**config.mk**
```make
export PLATFORM = sky130hd
export DESIGN_NAME = mem_read_d_agen
export DESIGN_NICKNAME = d
export VERILOG_FILES = /design/src/rtl/mem_read_d_agen.sv
export SDC_FILE = /design/constraint.sdc
export NUM_CORES = 1
export LEC_CHECK = 0
export ABC_AREA = 1
export CORE_ASPECT_RATIO = 1.25
export CORE_MARGIN = 8
export CORE_UTILIZATION = 32
export CTS_CLUSTER_DIAMETER = 100
export DETAILED_ROUTE_END_ITERATION = 10
export PLACE_DENSITY = 0.56
export SYNTH_ARGS = -nofsm -noshare
export SYNTH_HDL_FRONTEND = slang
export SYNTH_SLANG_ARGS = --single-unit
```
**constraint.sdc**
```tcl
create_clock -name clk -period 6.6 [get_ports clk]
set_clock_uncertainty 0.15 [all_clocks]
set_input_delay 1.65 -clock clk [delete_from_list [all_inputs] [get_ports clk]]
set_output_delay 1.65 -clock clk [all_outputs]
set_load 0.02 [all_outputs]
```
**src/rtl/mem_read_d_agen.sv**
```systemverilog
// Read-address generator for the D operand memory of the systolic GEMM datapath.
// Streams one address per accepted beat, with a one-hot row activate aligned to each address.
module mem_read_d_agen #(
    parameter int unsigned N1           = 4,
    parameter int unsigned N2           = 4,
    parameter int unsigned MATRIXSIZE_W = 16,
    parameter int unsigned ADDR_W       = 12
) (
    input  logic                    clk,
    input  logic                    rst_n,
    input  logic                    start,
    input  logic                    abort,
    input  logic                    mode,
    input  logic [ADDR_W-1:0]       base_addr,
    input  logic [MATRIXSIZE_W-1:0] M3,
    input  logic [MATRIXSIZE_W-1:0] M1dN1,
    input  logic [MATRIXSIZE_W-1:0] row_stride,
    input  logic [MATRIXSIZE_W-1:0] phase_stride,
    input  logic                    rd_ready,
    output logic [ADDR_W-1:0]       rd_addr,
    output logic                    rd_valid,
    output logic [N1-1:0]           activate,
    output logic                    busy,
    output logic                    done,
    output logic                    cfg_err
);

    localparam int unsigned ROW_W   = (N1 > 1) ? $clog2(N1) : 1;
    localparam int unsigned LOG2_N2 = $clog2(N2);
    localparam logic [MATRIXSIZE_W-1:0] MINI_MASK = MATRIXSIZE_W'(N2 - 1);
    localparam logic [ROW_W-1:0]        ROW_LAST  = ROW_W'(N1 - 1);

    typedef enum logic [1:0] {
        IDLE = 2'd0,
        RUN  = 2'd1,
        FIN  = 2'd2
    } state_t;

    state_t state_q, state_d;

    // Job configuration captured at start
    logic                    mode_q, mode_d;
    logic [ADDR_W-1:0]       base_q, base_d;
    logic [MATRIXSIZE_W-1:0] m3_q, m3_d;
    logic [MATRIXSIZE_W-1:0] phases_q, phases_d;
    logic [ADDR_W-1:0]       row_stride_q, row_stride_d;
    logic [ADDR_W-1:0]       phase_stride_q, phase_stride_d;

    // Loop counters and running offset accumulators
    logic [MATRIXSIZE_W-1:0] col_q, col_d;
    logic [ROW_W-1:0]        row_q, row_d;
    logic [MATRIXSIZE_W-1:0] phase_q, phase_d;
    logic [ADDR_W-1:0]       row_acc_q, row_acc_d;
    logic [ADDR_W-1:0]       phase_acc_q, phase_acc_d;

    logic [ADDR_W-1:0]       rd_addr_d;
    logic                    rd_valid_d;
    logic [N1-1:0]           activate_d;
    logic                    busy_d;
    logic                    done_d;
    logic                    cfg_err_d;

    logic                    cfg_bad_c;
    logic                    col_last_c;
    logic                    row_last_c;
    logic                    phase_last_c;

    // Reversed order flips the mini-column index inside each N2 group
    function automatic logic [ADDR_W-1:0] col_term(input logic [MATRIXSIZE_W-1:0] col,
                                                   input logic                    lin);
        logic [MATRIXSIZE_W-1:0] c;
        c = lin ? col : (col ^ MINI_MASK);
        return ADDR_W'(c);
    endfunction

    assign cfg_bad_c    = (M3 == '0) || (M1dN1 == '0) ||
                          (!mode && (M3[LOG2_N2-1:0] != '0));
    assign col_last_c   = (col_q == (m3_q - MATRIXSIZE_W'(1)));
    assign row_last_c   = (row_q == ROW_LAST);
    assign phase_last_c = (phase_q == (phases_q - MATRIXSIZE_W'(1)));

    always_ff @(posedge clk or negedge rst_n) begin
        if (!rst_n) begin
            state_q        <= IDLE;
            mode_q         <= 1'b0;
            base_q         <= '0;
            m3_q           <= '0;
            phases_q       <= '0;
            row_stride_q   <= '0;
            phase_stride_q <= '0;
            col_q          <= '0;
            row_q          <= '0;
            phase_q        <= '0;
            row_acc_q      <= '0;
            phase_acc_q    <= '0;
            rd_addr        <= '0;
            rd_valid       <= 1'b0;
            activate       <= '0;
            busy           <= 1'b0;
            done           <= 1'b0;
            cfg_err        <= 1'b0;
        end else begin
            state_q        <= state_d;
            mode_q         <= mode_d;
            base_q         <= base_d;
            m3_q           <= m3_d;
            phases_q       <= phases_d;
            row_stride_q   <= row_stride_d;
            phase_stride_q <= phase_stride_d;
            col_q          <= col_d;
            row_q          <= row_d;
            phase_q        <= phase_d;
            row_acc_q      <= row_acc_d;
            phase_acc_q    <= phase_acc_d;
            rd_addr        <= rd_addr_d;
            rd_valid       <= rd_valid_d;
            activate       <= activate_d;
            busy           <= busy_d;
            done           <= done_d;
            cfg_err        <= cfg_err_d;
        end
    end

    always_comb begin
        state_d        = state_q;
        mode_d         = mode_q;
        base_d         = base_q;
        m3_d           = m3_q;
        phases_d       = phases_q;
        row_stride_d   = row_stride_q;
        phase_stride_d = phase_stride_q;
        col_d          = col_q;
        row_d          = row_q;
        phase_d        = phase_q;
        row_acc_d      = row_acc_q;
        phase_acc_d    = phase_acc_q;
        rd_addr_d      = rd_addr;
        rd_valid_d     = rd_valid;
        activate_d     = activate;
        busy_d         = busy;
        done_d         = 1'b0;
        cfg_err_d      = 1'b0;

        unique case (state_q)
            IDLE: begin
                if (start) begin
                    if (cfg_bad_c) begin
                        cfg_err_d = 1'b1;
                    end else begin
                        state_d        = RUN;
                        mode_d         = mode;
                        base_d         = base_addr;
                        m3_d           = M3;
                        phases_d       = M1dN1;
                        row_stride_d   = ADDR_W'(row_stride);
                        phase_stride_d = ADDR_W'(phase_stride);
                        col_d          = '0;
                        row_d          = '0;
                        phase_d        = '0;
                        row_acc_d      = '0;
                        phase_acc_d    = '0;
                        rd_addr_d      = base_addr + col_term('0, mode);
                        rd_valid_d     = 1'b1;
                        activate_d     = N1'(1);
                        busy_d         = 1'b1;
                    end
                end
            end

            RUN: begin
                if (abort) begin
                    state_d    = IDLE;
                    col_d      = '0;
                    row_d      = '0;
                    phase_d    = '0;
                    row_acc_d  = '0;
                    phase_acc_d = '0;
                    rd_addr_d  = '0;
                    rd_valid_d = 1'b0;
                    activate_d = '0;
                    busy_d     = 1'b0;
                end else if (rd_ready) begin
                    if (col_last_c && row_last_c && phase_last_c) begin
                        state_d     = FIN;
                        col_d       = '0;
                        row_d       = '0;
                        phase_d     = '0;
                        row_acc_d   = '0;
                        phase_acc_d = '0;
                        rd_valid_d  = 1'b0;
                        activate_d  = '0;
                        done_d      = 1'b1;
                    end else begin
                        // Innermost column first, then row, then phase
                        if (col_last_c) begin
                            col_d = '0;
                            if (row_last_c) begin
                                row_d       = '0;
                                row_acc_d   = '0;
                                phase_d     = phase_q + MATRIXSIZE_W'(1);
                                phase_acc_d = phase_acc_q + phase_stride_q;
                            end else begin
                                row_d     = row_q + ROW_W'(1);
                                row_acc_d = row_acc_q + row_stride_q;
                            end
                        end else begin
                            col_d = col_q + MATRIXSIZE_W'(1);
                        end
                        rd_addr_d  = base_q + phase_acc_d + row_acc_d + col_term(col_d, mode_q);
                        activate_d = N1'(1) << row_d;
                    end
                end
            end

            FIN: begin
                state_d    = IDLE;
                rd_addr_d  = '0;
                rd_valid_d = 1'b0;
                activate_d = '0;
                busy_d     = 1'b0;
            end

            default: begin
                state_d    = IDLE;
                rd_valid_d = 1'b0;
                activate_d = '0;
                busy_d     = 1'b0;
            end
        endcase
    end

endmodule

```
==> results.cfg <==
[outcome]
status = completed

[timing]
final.hold.worst_slack_ns = 0.335
timing_worst_slew_pin_value_ns = 0.990
tcrit_tclk_final = 0.872
fmax_ghz = 0.174
fin_setup_tns_ns = 0
hold_violations = 0
report.final.setup_viol = 0
period_needed_ns = 5.75
maxSlewViolCount = 0
maxSlewHeadroom = 0.340
grt_setup_unrepaired = false

[route]
routed-wl-met3_um = 1180
detail_route.vias_per_cell = 4.84
topRoutingLayerUsed = met4
remaining_drc_errors = 0
drt-wirelength-per-cell_um = 15.6
wirelength_um = 29200
route.vias.total = 9059
drt_iter0_markers = 600
drtPass1Iterations = 7
met2WireLength_um = 14700
route.antenna.remaining_nets = 0
route.layer.met1.wl_um = 12600

[setup_path]
rrSetupSlack_ns = 0.85
critPathTopFamily = simple AND/OR/NAND/NOR gates
ff2ff_path_depth = 32
critical-path-max-stage-delay_ns = 0.60
data_required_time_of_the_critical_path_ns = 6.77
path_common_cell = sky130_fd_sc_hd__nand2_1
critical_path.n_buffers_inverters = 5
setup.worst_path.start_class = flop
critical_path.slowest_cell = sky130_fd_sc_hd__fa_1
start_point_of_the_critical_path = m3_q[0]
setup.worst_path.end = rd_addr[10]
reg2reg_from = m3_q[0]
cp.depth = 32
classification_of_the_worst_setup_path = reg -> reg
worst-endpoint-arrival_ns = 5.92
timing.critical_path.to_type = flop
reg2reg_to = rd_addr[10]
critical_path.max_fanout = 19

[floorplan]
placeableCoreArea_um2 = 32500
die_y_um = 219
start_util = 0.323
pin_count = 102
die_width_um = 178
total_die_area_um2 = 38900
floorplan.rows = 74

[synth]
netlist.top_cell.by_area = sky130_fd_sc_hd__dfrtp_1
synthCells = 1357
netlist_top_cells_area = sky130_fd_sc_hd__dfrtp_1, sky130_fd_sc_hd__nand2_1, sky130_fd_sc_hd__inv_1
ys_warn_count = 0
syn_avg_cell_area_um2 = 7.74
syn_area_um2 = 10500
synth.distinct_cells = 50
netlist.area_leader.share = 0.353
synth_seq_area_share = 0.353
postSynth.asyncResetShare = 1.00
ys_seq_elements = 148
synth_edf_count = 0
synth_ff_type = sky130_fd_sc_hd__dfrtp_1
synth_nets = 1507

[cells_and_area]
mostFrequentLayoutCell = sky130_fd_sc_hd__nand2_1
drive_above_1_share = 0.0730
antenna_cells = 0
nets = 1593
area_growth_syn_to_layout_pct = 18.9
layout.core_utilization = 0.384
layout_fillers = 3321
layout_common_cells = sky130_fd_sc_hd__nand2_1, sky130_fd_sc_hd__inv_1, sky130_fd_sc_hd__dfrtp_1, sky130_fd_sc_hd__nor2_1, sky130_fd_sc_hd__clkdlybuf4s50_1

[clock_network]
clock_tree_from_tritoncts = built
clock_tree.htree_level_count = 4
post-cts-setup-buffer-count = 0
root_buffer_selected_by_cts = sky130_fd_sc_hd__clkbuf_16
ctsResizeCount = 0
post_cts_hold_buffer_count = 0
clkSlewWorstSetupHoldPaths_ns = 0.06
tritoncts_num_sinks = 148
clock_insertion_delay_worst_skew_ns = 0.43
tritoncts.num_buffers = 17
cts-root-to-sink-buffers = 2

[pwr]
power.static_leakage_nw = 6.05
seq_power_share = 0.318
vdd.ir_drop.worst_v = 0.000141
power_density_nw_per_um2 = 368
power_frac_clock = 0.228
p_switching_mw = 1.94
p_comb_frac = 0.454
p_total_mw = 4.60
cellInternalPower_mw = 2.66
power.switching_fraction = 0.422

[global_routing]
grt_start_max_net_pins = 101
antenna_found_initial = 0
globalRoute.totalOverflow = 0
wire_length_of_the_first_global_routing_pass_um = 47200
total_global_routing_track_utilization = 0.154
grt_pass1_vias = 9007

[flow_run]
max_cap_violations = 0

[placed_design]
gpl.final_weighted_congestion = 0.889
place_hpwl_um = 22400
number_of_port_buffers = 93

[worst_hold_path]
worst_hold_path_type = reg -> reg
-- state kept, by name, indices dropped and copies added, names as in the netlist, 12 cells and up --
signal,flops
phase_q,16
col_q,16
phases_q,16
base_q,12
phase_acc_q,12
rd_addr,12
m3_q,16
row_acc_q,12
row_stride_q,12
phase_stride_q,12
-- worst register-to-register path: cells and delay by family (launching register included) --
| kind | cells | cell delay (ns) |
|---|---|---|
| simple gates | 16 | 1.91 |
| buf+inv | 5 | 0.45 |
| compound gates | 5 | 0.57 |
| flops | 1 | 0.41 |
| mux | 1 | 0.22 |
| xor+xnor | 1 | 0.19 |
| fa+ha+maj | 4 | 1.74 |
-- per-layer routing --
| layer | GRT usage | up-vias |
|---|---|---|
| met5 | 0 | - |
| met4 | 0.0568 | 0 |
| met3 | 0.0292 | 42 |
| met2 | 0.270 | 187 |
| met1 | 0.184 | 4270 |
| li1 | - | 4560 |
-- metrics by stage --
step / worst slack, ns / cells / instance area, um2
floorplan: 1.53 / 1357 / 10500
global placement: 0.926 / 1842 / 11900
detailed placement: 0.846 / 1842 / 11900
CTS: 0.802 / 1871 / 12500
global route: 0.289 / 1871 / 12500
finish: 0.847 / 1871 / 12500
-- cells by family after synthesis --
logic type | synth area share
adder cells (fa/ha/maj) | 0.0988
AND/OR/NAND/NOR | 0.250
buffers and inverters | 0.0874
flip-flops | 0.353
multiplexers | 0.0447
XOR/XNOR | 0.0674
AO/OA/AOI/OAI | 0.0987
-- power groups by stage --
stage / Combinational (mW) / Sequential [mW] / Clock [mW]
floorplan: 1.50 / 1.43 / 0
global placement: 2.07 / 1.48 / 0
detailed placement: 2.09 / 1.47 / 0
CTS: 2.11 / 1.47 / 1.08
global route: 2.36 / 1.50 / 1.11
finish: 2.09 / 1.46 / 1.05
-- final cells by class --
class	count	area, um2	area share
clock buffers	21	470	0.0377
clock inverters	8	150	0.0120
inverters	208	781	0.0625
multi-input cells	971	5900	0.472
flip-flops and latches	148	3700	0.297
well taps	418	523	0.0419
repair buffers	97	962	0.0770
-- worst min-delay path by stage --
| stage | startpoint | endpoint | slack, ns | depth (start not counted) |
|---|---|---|---|---|
| after global routing | busy | busy | 0.36 | 2 |
| after global placement | rd_addr[3] | rd_addr[3] | 0.32 | 2 |
| after floorplan | phase_acc_q[10] | phase_acc_q[10] | 0.32 | 2 |
| after CTS | rd_addr[3] | rd_addr[3] | 0.34 | 2 |
| final | rd_addr[3] | rd_addr[3] | 0.34 | 2 |
| after detailed placement | rd_addr[3] | rd_addr[3] | 0.33 | 2 |
-- cells in the mapped netlist, types with 3 or more instances --
cell type and number:
sky130_fd_sc_hd__a21oi_1 60, sky130_fd_sc_hd__o31ai_1 5, sky130_fd_sc_hd__dfrtp_1 148, sky130_fd_sc_hd__nand3b_1 8
sky130_fd_sc_hd__mux2i_1 3, sky130_fd_sc_hd__nor3_1 24, sky130_fd_sc_hd__nor2_1 107, sky130_fd_sc_hd__fa_1 25
sky130_fd_sc_hd__nand2_2 4, sky130_fd_sc_hd__nand4_1 34, sky130_fd_sc_hd__o21ai_1 11, sky130_fd_sc_hd__a22o_1 3
sky130_fd_sc_hd__buf_2 8, sky130_fd_sc_hd__xor2_1 59, sky130_fd_sc_hd__xnor2_1 20, sky130_fd_sc_hd__nor4_1 10
sky130_fd_sc_hd__o22ai_1 15, sky130_fd_sc_hd__o211ai_1 5, sky130_fd_sc_hd__inv_1 205, sky130_fd_sc_hd__o21ai_0 69
sky130_fd_sc_hd__or2_2 6, sky130_fd_sc_hd__ha_1 43, sky130_fd_sc_hd__clkbuf_1 19, sky130_fd_sc_hd__nor3b_1 4
sky130_fd_sc_hd__nor2_2 8, sky130_fd_sc_hd__a31oi_1 8, sky130_fd_sc_hd__o21bai_1 4, sky130_fd_sc_hd__mux2_2 39
sky130_fd_sc_hd__nand3_1 54, sky130_fd_sc_hd__nand2_1 322
Power figures use the tool's default switching activity.
